`src/rtl/mult_unit_pkg.sv`:
```
// Shared types and constants for the MULT/MULTU/MTHI/MTLO unit.
package mult_unit_pkg;

  localparam int unsigned WIDTH     = 32;
  localparam int unsigned CNT_WIDTH = 5;
  localparam int unsigned MULT_ITER = 32;

  localparam logic [CNT_WIDTH-1:0] LAST_ITER = CNT_WIDTH'(MULT_ITER - 1);

  localparam logic [5:0] FUNCT_MULT  = 6'h18;
  localparam logic [5:0] FUNCT_MULTU = 6'h19;
  localparam logic [5:0] FUNCT_MTHI  = 6'h11;
  localparam logic [5:0] FUNCT_MTLO  = 6'h13;

  typedef enum logic [1:0] {
    IDLE  = 2'd0,
    RUN   = 2'd1,
    FIXLO = 2'd2,
    FIXHI = 2'd3
  } state_t;

  // Magnitude of a signed operand; 0x8000_0000 maps onto itself, which is its correct unsigned magnitude.
  function automatic logic [WIDTH-1:0] magnitude(input logic [WIDTH-1:0] x, input logic isSigned);
    return (isSigned && x[WIDTH-1]) ? (~x + WIDTH'(1)) : x;
  endfunction

endpackage

```
`src/rtl/mult_unit_if.sv`:
```
// Execute-stage bus between the pipeline and the multiply unit.
interface mult_unit_if;
  import mult_unit_pkg::*;

  logic             start;
  logic             isSigned;
  logic [WIDTH-1:0] opA;
  logic [WIDTH-1:0] opB;
  logic             hiWrite;
  logic             loWrite;
  logic [WIDTH-1:0] writeData;
  logic             busy;
  logic             done;
  logic [WIDTH-1:0] hi;
  logic [WIDTH-1:0] lo;

  modport master (
    output start, isSigned, opA, opB, hiWrite, loWrite, writeData,
    input  busy, done, hi, lo
  );

  modport slave (
    input  start, isSigned, opA, opB, hiWrite, loWrite, writeData,
    output busy, done, hi, lo
  );
endinterface

```
`src/rtl/mult_unit_adder.sv`:
```
// 32-bit ripple-style full adder shared with the ALU datapath.
module thirtytwoBitFullAdder
  import mult_unit_pkg::*;
(
  input  logic [WIDTH-1:0] a,
  input  logic [WIDTH-1:0] b,
  input  logic             carryIn,
  output logic [WIDTH-1:0] sum,
  output logic             carryOut
);

  assign {carryOut, sum} = {1'b0, a} + {1'b0, b} + {{WIDTH{1'b0}}, carryIn};

endmodule

```
`src/rtl/mult_unit.sv`:
```
// Iterative shift-add multiplier with architectural HI/LO; magnitudes multiplied, sign fixed up in two adder passes.
module mult_unit
  import mult_unit_pkg::*;
(
  input  logic        clk,
  input  logic        rstN,
  mult_unit_if.slave  bus
);

  state_t                 state;
  state_t                 nextState;
  logic                   busyD;
  logic                   doneD;
  logic [CNT_WIDTH-1:0]   cnt;
  logic [WIDTH-1:0]       acc;
  logic [WIDTH-1:0]       mplier;
  logic [WIDTH-1:0]       mcand;
  logic [WIDTH-1:0]       loWord;
  logic                   neg;
  logic                   fixCarry;
  logic [WIDTH-1:0]       addA;
  logic [WIDTH-1:0]       addB;
  logic                   addCin;
  logic [WIDTH-1:0]       sum;
  logic                   carryOut;

  always_ff @(posedge clk or negedge rstN) begin
    if (!rstN) state <= IDLE;
    else       state <= nextState;
  end

  always_comb begin
    nextState = state;
    doneD     = 1'b0;
    unique case (state)
      IDLE:  if (bus.start) nextState = RUN;
      RUN:   if (cnt == LAST_ITER) nextState = FIXLO;
      FIXLO: nextState = FIXHI;
      FIXHI: begin
        nextState = IDLE;
        doneD     = 1'b1;
      end
      default: nextState = IDLE;
    endcase
    busyD = (nextState != IDLE);
  end

  // Single adder: accumulate in RUN, conditional two's-complement of the 64-bit result in FIXLO/FIXHI.
  always_comb begin
    addA   = '0;
    addB   = '0;
    addCin = 1'b0;
    unique case (state)
      RUN: begin
        addA = acc;
        addB = mplier[0] ? mcand : '0;
      end
      FIXLO: begin
        addA   = neg ? ~mplier : mplier;
        addCin = neg;
      end
      FIXHI: begin
        addA   = neg ? ~acc : acc;
        addCin = fixCarry;
      end
      default: ;
    endcase
  end

  thirtytwoBitFullAdder uAdder (
    .a        (addA),
    .b        (addB),
    .carryIn  (addCin),
    .sum      (sum),
    .carryOut (carryOut)
  );

  always_ff @(posedge clk or negedge rstN) begin
    if (!rstN) begin
      cnt      <= '0;
      acc      <= '0;
      mplier   <= '0;
      mcand    <= '0;
      loWord   <= '0;
      neg      <= 1'b0;
      fixCarry <= 1'b0;
    end else begin
      unique case (state)
        IDLE: if (bus.start) begin
          neg    <= bus.isSigned & (bus.opA[WIDTH-1] ^ bus.opB[WIDTH-1]);
          mcand  <= magnitude(bus.opA, bus.isSigned);
          mplier <= magnitude(bus.opB, bus.isSigned);
          acc    <= '0;
          cnt    <= '0;
        end
        RUN: begin
          acc    <= {carryOut, sum[WIDTH-1:1]};
          mplier <= {sum[0], mplier[WIDTH-1:1]};
          cnt    <= cnt + CNT_WIDTH'(1);
        end
        FIXLO: begin
          loWord   <= sum;
          fixCarry <= carryOut;
        end
        default: ;
      endcase
    end
  end

  // HI/LO change only on the final fix-up pass or on MTHI/MTLO while idle.
  always_ff @(posedge clk or negedge rstN) begin
    if (!rstN) begin
      bus.busy <= 1'b0;
      bus.done <= 1'b0;
      bus.hi   <= '0;
      bus.lo   <= '0;
    end else begin
      bus.busy <= busyD;
      bus.done <= doneD;
      if (state == FIXHI) begin
        bus.hi <= sum;
        bus.lo <= loWord;
      end else if (state == IDLE) begin
        if (bus.hiWrite) bus.hi <= bus.writeData;
        if (bus.loWrite) bus.lo <= bus.writeData;
      end
    end
  end

endmodule
```
`src/flat_wrapper.sv`:
```
// flat-port wrapper written by rule: the top's interface ports become plain ports
module mult_unit_flat import mult_unit_pkg::*;
  (clk, rstN, bus_start, bus_isSigned, bus_opA, bus_opB, bus_hiWrite, bus_loWrite, bus_writeData, bus_busy, bus_done, bus_hi, bus_lo);
  mult_unit_if bus_i ();
  input  logic clk;
  input  logic rstN;
  input wire logic [$bits(bus_i.start)-1:0] bus_start;
  input wire logic [$bits(bus_i.isSigned)-1:0] bus_isSigned;
  input wire logic [$bits(bus_i.opA)-1:0] bus_opA;
  input wire logic [$bits(bus_i.opB)-1:0] bus_opB;
  input wire logic [$bits(bus_i.hiWrite)-1:0] bus_hiWrite;
  input wire logic [$bits(bus_i.loWrite)-1:0] bus_loWrite;
  input wire logic [$bits(bus_i.writeData)-1:0] bus_writeData;
  output wire logic [$bits(bus_i.busy)-1:0] bus_busy;
  output wire logic [$bits(bus_i.done)-1:0] bus_done;
  output wire logic [$bits(bus_i.hi)-1:0] bus_hi;
  output wire logic [$bits(bus_i.lo)-1:0] bus_lo;
  assign bus_i.start = bus_start;
  assign bus_i.isSigned = bus_isSigned;
  assign bus_i.opA = bus_opA;
  assign bus_i.opB = bus_opB;
  assign bus_i.hiWrite = bus_hiWrite;
  assign bus_i.loWrite = bus_loWrite;
  assign bus_i.writeData = bus_writeData;
  assign bus_busy = bus_i.busy;
  assign bus_done = bus_i.done;
  assign bus_hi = bus_i.hi;
  assign bus_lo = bus_i.lo;
  mult_unit u_core (.clk(clk), .rstN(rstN), .bus(bus_i));
endmodule
```
`config.mk`:
```
export PLATFORM = sky130hd
export DESIGN_NAME = mult_unit_flat
export DESIGN_NICKNAME = d
export VERILOG_FILES = /design/src/rtl/mult_unit_pkg.sv /design/src/rtl/mult_unit_if.sv /design/src/rtl/mult_unit_adder.sv /design/src/rtl/mult_unit.sv /design/src/flat_wrapper.sv
export SDC_FILE = /design/constraint.sdc
export NUM_CORES = 1
export LEC_CHECK = 0
export CAP_MARGIN = 20
export CORE_MARGIN = 2
export CORE_UTILIZATION = 32
export CTS_CLUSTER_SIZE = 16
export DETAILED_ROUTE_END_ITERATION = 10
export PLACE_DENSITY = 0.55
export SKIP_LAST_GASP = 1
export SYNTH_ARGS = -nofsm -noshare
export SYNTH_HDL_FRONTEND = slang
export SYNTH_SLANG_ARGS = --single-unit
```
`constraint.sdc`:
```
create_clock -name clk -period 5.8 [get_ports clk]
set_clock_uncertainty 0.2 [all_clocks]
set_input_delay 0.87 -clock clk [delete_from_list [all_inputs] [get_ports clk]]
set_output_delay 0.87 -clock clk [all_outputs]
set_load 0.05 [all_outputs]
```
==> metrics, run 1 <==
outcome finished clean; clock tree root driver cell clkbuf_16; final total power slightly below 8 mW; prevailing post-synth register cell dfrtp_1; Initial Util between 30% and 40%; share of the clock period used by the worst path 82.7%; Max clock buf depth 3; number of CTS-inserted buffers 23; count of TritonRoute iterations in the first routing pass 5; cell with the most instances after synthesis dfrtp_1; share of synthesized flip-flops with an asynchronous set or reset 100%; power density over the cells ~500 nW/um^2; Residual DRC 0; number of global-route vias before repair around 10,000; switching share of power a little under half; Hold Fails Final Rpt 0; count of port buffers added during placement 167; postcts setup bufs 0; number of max-slew violations in the final report 0; fraction of synthesized cell area taken by the top area cell type around two fifths; Layout Nets between 1,500 and 2,000; final antenna-violating net count 0; number of setup violations in the final report 0; mean cell area of the mapped netlist slightly below 9 sq um; global-route wire length before repair a little over 60 mm; Reg power frac a little under a third; ANT cells 0; kind of start point of the critical path flop; Slew headroom between 30% and 40%; Top-Level Pins 168; Synth Net Count ~1,600; quantity of gates resized following cts 0; leakage 6.84 nW; Hold Buf Count CTS 0; leading cell types by total area after synthesis dfrtp_1 40%, o21ai_0 5.9%, a21oi_1 5.1%; EDFF count, synth 0; Psw 3.49 mW; proportion of layout cells with a drive suffix above 1 ~7.7%; Synth Warn # 0; clock-pin slew on the worst setup and hold paths 0.06 ns; row cnt 72; distinct cell type count after synthesis approximately 70; gate count of the mapped netlist between 1,000 and 1,500; total half-perimeter wirelength after legalization and detailed placement just under 30 mm; clock latency on the worst-skew pair between 0.5 and 0.6 ns; Routability Congestion between 0.8 and 0.9; final setup TNS 0 ns; Combinational Power Share between 40% and 50%; layout overhead on the synthesized area 23.4%; Max IR drop VDD between 0.15 and 0.2 mV; TritonCTS clock tree done; Clk network pwr share a little over a fifth; type of the worst setup path flop to flop; unrepaired setup endpoints after global routing no; total track usage 18.4%; die width ~200 um; timing-limited maximum frequency around 210 MHz; DR iter-0 viols ~740; ratio of routed vias to standard cells ~5.3; path class of the lowest-slack min-delay path input port to async pin; Critical Path AT about 5.0 ns; via count of the routed design between 10,000 and 15,000; CP Max Fanout 40; worst endpoint required time 6.05 ns; library cell occupying the most area in the post-synthesis netlist dfrtp_1; Max Cap Viol 0; aggregate routed wire length slightly below 40 mm; overflow left after global routing 0; worst slew pin tran 0.957 ns; chip height a little over 200 um; initial antenna violation count 1; synthesized cell area 12,700 sq um; critical path endpoint category flop; internal power contribution 4.20 mW; maximum number of pins on one net before global-route repair around 110; sequential share of the synthesized area about 40%; total clock sinks 203; synth cell count leaders 203 x dfrtp_1, 150 x o21ai_0, 149 x nand2_1, 138 x nor2_1, 128 x a21oi_1; #FFs+latches synth between 200 and 250; Clock H-tree levels 1; wire length per cell between 15 and 20 um; area of the die a little over 40,000 sq um; CORE AREA around 39,000 sq um; crit path time final 4.80 ns
## power groups by stage
stage | clock network, mW | registers [mW] | logic (mW)
after CTS | 1.64 | 2.43 | 3.67
after global routing | 1.69 | 2.51 | 3.97
final | 1.60 | 2.43 | 3.66
after global placement | 0 | 2.43 | 3.63
after floorplan | 0 | 3.01 | 1.76
after detailed placement | 0 | 2.45 | 3.66
## critical path: stages, from the launching register on
cell and delay (ns):
dfrtp_1 0.44, ha_4 0.51, nand2_1 0.37, nor2_1 0.19
a221oi_1 0.06, or2_2 0.32, fa_1 0.43, inv_1 0.08
fa_1 0.24, a211oi_2 0.11, o21ai_2 0.22, a2111oi_4 0.12
nor4_2 0.53, o21ai_1 0.21, o21ai_1 0.22, xor2_1 0.28
mux2_2 0.20
## per-stage QoR
step | hold slack [ns] | setup slack [ns] | util (%) | cells | instance area (sq um)
2_1_floorplan | 0.242 | 1.53 | - | 1447 | 12700
3_3_place_gp | 0.256 | 1.10 | 38.1 | 2046 | 14800
3_5_place_dp | 0.269 | 1.07 | 38.1 | 2046 | 14800
4_1_cts | 0.228 | 1.02 | 40.2 | 2088 | 15600
5_1_grt | 0.251 | 0.782 | 40.2 | 2088 | 15600
6_report | 0.187 | 1.00 | 40.2 | 2088 | 15600
## layer usage
layer  routed length [um]  global-route usage, %  up-vias
met2                15700                   26.2      322
met5                   13                      0        -
met1                20100                   29.5     5254
met4                  563                   3.13        2
li1                     -                      -     5370
met3                 2190                   2.39       40
## registers in the layout, summed over array words and instances (netlist names), 2 cells and up
signal / flops
u_core.acc: 32
u_core.bus.hi: 32
u_core.bus.lo: 32
u_core.loWord: 32
u_core.mcand: 32
u_core.mplier: 32
u_core.cnt: 5
u_core.state: 2
## layout make-up
cell class	count	area [sq um]
Fill cell	3877	23200
Clock buffer	28	634
Sequential cell	203	5080
Clock inverter	14	205
Tap cell	518	648
Multi-Input combinational cell	1118	7160
Inverter	25	93.8
Timing Repair Buffer	182	1800
## placed cells by master (no fill, tap or decap), drive strengths merged, types with 8 or more instances in the layout
| master | instances |
|---|---|
| xnor2 | 52 |
| a31oi | 15 |
| dfrtp | 203 |
| nor2b | 36 |
| nor3 | 14 |
| a21o | 15 |
| clkdlybuf4s50 | 166 |
| nand4 | 10 |
| nor4 | 9 |
| nand2 | 149 |
| o31ai | 8 |
| o22ai | 11 |
| nand2b | 13 |
| a22oi | 16 |
| inv | 26 |
| buf | 15 |
| a22o | 25 |
| nand3 | 14 |
| a21oi | 129 |
| clkbuf | 29 |
| and3 | 38 |
| xor2 | 62 |
| o21ai | 158 |
| and2 | 11 |
| ha | 39 |
| mux2 | 27 |
| nor2 | 138 |
| mux2i | 16 |
| a221oi | 32 |
## kinds of logic after synthesis
kind of cell / count (synthesis) / share of synthesized area, %
AO/OA/AOI/OAI: 457 / 22.7
XOR/XNOR: 114 / 7.89
adder cells (fa/ha/maj): 41 / 4.17
buffers and inverters: 126 / 3.74
flip-flops: 203 / 40.1
multiplexers: 43 / 3.67
AND/OR/NAND/NOR: 463 / 17.6
## path summary, 6_finish.rpt
kind	start	end	slack, ns	cells past startpoint
worst max-delay path	u_core.state[0]	u_core.loWord[30]	1.00	16
worst min-delay path	rstN	u_core.bus.lo[30]	0.19	1
worst max register to register	u_core.state[0]	u_core.loWord[30]	1.00	16
worst min register to register	u_core.bus.lo[13]	u_core.bus.lo[13]	0.28	2
max in group asynchronous	rstN	u_core.state[1]	4.12	2
min in group clk	u_core.bus.lo[13]	u_core.bus.lo[13]	0.28	2
Power figures use the tool's default switching activity.
==> inputs of run 2 (changes only) <==
--- a/config.mk
+++ b/config.mk
@@ -10,7 +10,7 @@
 export CORE_UTILIZATION = 32
 export CTS_CLUSTER_SIZE = 16
 export DETAILED_ROUTE_END_ITERATION = 10
-export PLACE_DENSITY = 0.55
+export PLACE_DENSITY = 0.57
 export SKIP_LAST_GASP = 1
 export SYNTH_ARGS = -nofsm -noshare
 export SYNTH_HDL_FRONTEND = slang
==> constraint.sdc (replaced) <==
create_clock -name clk -period 4.4 [get_ports clk]
set_clock_uncertainty 0.2 [all_clocks]
set_input_delay 0.66 -clock clk [delete_from_list [all_inputs] [get_ports clk]]
set_output_delay 0.66 -clock clk [all_outputs]
set_load 0.05 [all_outputs]
==> run 2 against run 1 <==
Core utilization is 0.71 points higher. Sequential share of layout area fell by 0.57 points. Critical endpoint is now u_core.bus.hi[26]. Non-clock buffer count rose by 24. Clock-buffer cell count increased by 8. Global-route usage shrank 0.15 points. Critical path type unchanged. Worst setup slack got worse by 0.81 ns. Clock power grew 33%. Critical path depth rose by 1. Sequential cell count did not move. Maximum frequency rose by 14%. Via count up 0.32%.
==> metrics, run 2 (synthesis gave the netlist of run 1 again) <==
outcome finished clean; top cell family by delay on the critical path compound AO/OA/AOI/OAI gates; Max Cap Viol 0; Top-Level Pins approximately 170; timing-limited maximum frequency about 240 MHz; layout overhead on the synthesized area 25.6%; worst hold slack ~0.014 ns; clock-pin slew on the worst setup and hold paths around 0.06 ns; aggregate routed wire length between 30 and 40 mm; power density over the cells between 600 and 700 nW/um^2; met1 demand-to-capacity share in global routing between 20% and 30%; final antenna-violating net count 0; Max IR drop VDD a little over 0.3 mV; clock tree root driver cell clkbuf_16; met2 usage 25.7%; chip height 203 um; leakage 6.98 nW; count of port buffers added during placement 167; critical path endpoint category flop; Max clock buf depth 3; total track usage 18.2%; share of the clock period used by the worst path a little over nine tenths; number of max-slew violations in the final report 0; crit path time final between 4 and 5 ns; global-route wire length before repair 60.3 mm; placed cell area 15,000 sq um; initial antenna violation count 0; CP Max Fanout 3; worst endpoint required time ~4.7 ns; clock latency on the worst-skew pair between 0.5 and 0.6 ns; CORE AREA about 39,000 sq um; M3 GR Usage under 10%; worst slack at placement between 0.03 and 0.04 ns; Worst Slack Setup Final between 0.15 and 0.2 ns; most common library cell in the layout ignoring fill and taps dfrtp_1; Hold Fails Final Rpt 0; path class of the lowest-slack min-delay path input port to async pin; number of CTS-inserted buffers 24; Final Non-Filler Cells 2,113; Post-Layout Inst Area ~16,000 sq um; CP max-delay cell or4b_1; unrepaired setup endpoints after global routing yes; proportion of layout cells with a drive suffix above 1 under 10%; Layout Nets around 1,700; critical path cell sequence inv_1 > ha_2 > a21o_1 > a221oi_1 > or2_2 > fa_1 > inv_1 > fa_2 > a211oi_4 > o21ai_2 > a2111oi_4 > buf_4 > o211ai_2 > a21oi_2 > o21bai_2 > or4b_1 > nand3_1; number of setup violations in the final report 0; Clock H-tree levels 1; most frequent cell on the critical path inv_1; DR iter-0 viols between 700 and 800; ANT cells 0; ratio of routed vias to standard cells about 5.2; Cells after DPL 2,068; most used cells in the layout excluding fill and tap cells 203 x dfrtp_1, 166 x clkdlybuf4s50_1, 149 x nand2_1, 149 x o21ai_0, 138 x nor2_1; via count of the routed design ~11,000; Critical Path AT roughly 4.5 ns; area of the die 41,100 sq um; worst slew pin tran ~0.9 ns; die width 203 um; final total power between 10 and 15 mW; total clock sinks 203; Most Crowded Layer GR met1; maximum number of pins on one net before global-route repair 98; TritonCTS clock tree done; longest individual stage delay on the worst path roughly 0.46 ns; count of TritonRoute iterations in the first routing pass 7; kind of start point of the critical path flop; overflow left after global routing 0; Hold Buf Count CTS 0; Slew headroom 40.5%; number of global-route vias before repair between 10,000 and 15,000; type of the worst setup path flop to flop; Crit path buffers/inverters 3; total half-perimeter wirelength after legalization and detailed placement 28.9 mm; wire length per cell 18.2 um; row cnt about 70; Routability Congestion ~0.9; Residual DRC 0; Initial Util about 33%
## run 2: cell count changes in the layout (fill, tap and decap cells not counted), sizes merged
cell    before  now
clkbuf      29   37
bufinv       5    3
buf         15   39
inv         26   24
clkinv       7    4
## run 2: stage by stage
step                      TNS [ns]  util (%)
after floorplan                  0         -
after global placement           0      38.5
after detailed placement         0      38.5
after CTS                        0      40.8
after global routing       -0.0442      40.9
final                            0      40.9
## run 2: worst paths after layout
path | from | end | slack, ns | depth (start not counted)
min | rstN | u_core.bus.lo[23] | 0.01 | 1
min in group clk | u_core.mcand[25] | u_core.mcand[25] | 0.28 | 2
min reg2reg | u_core.mcand[25] | u_core.mcand[25] | 0.28 | 2
max | u_core.state[1] | u_core.bus.hi[26] | 0.20 | 17
max in group asynchronous | rstN | u_core.bus.done | 2.97 | 2
max reg2reg | u_core.state[1] | u_core.bus.hi[26] | 0.20 | 17
## run 2: routing by layer
| layer | wire length, um | up-vias |
|---|---|---|
| li1 | - | 5414 |
| met1 | 20300 | 5253 |
| met2 | 15500 | 323 |
| met3 | 2310 | 33 |
| met4 | 446 | 0 |
| met5 | 0 | - |
## run 2: layout make-up
| class | count | area (sq um) |
|---|---|---|
| fillers | 3847 | 22900 |
| multi-input cells | 1118 | 7200 |
| flip-flops and latches | 203 | 5080 |
| repair buffers | 206 | 2010 |
| clock buffers | 36 | 747 |
| well taps | 518 | 648 |
| clock inverters | 7 | 116 |
| inverters | 25 | 93.8 |
## run 2: where the power goes
| part | switching, mW | internal, mW |
|---|---|---|
| registers | 0.566 | 2.57 |
| clock network | 0.791 | 1.34 |
| logic | 3.31 | 1.73 |
## run 2: repair_timing
item | 4_1_cts | 5_1_grt
setup endpoints to repair | 0 | 23
resized for setup | 0 | 8
buffers inserted | 0 | 2
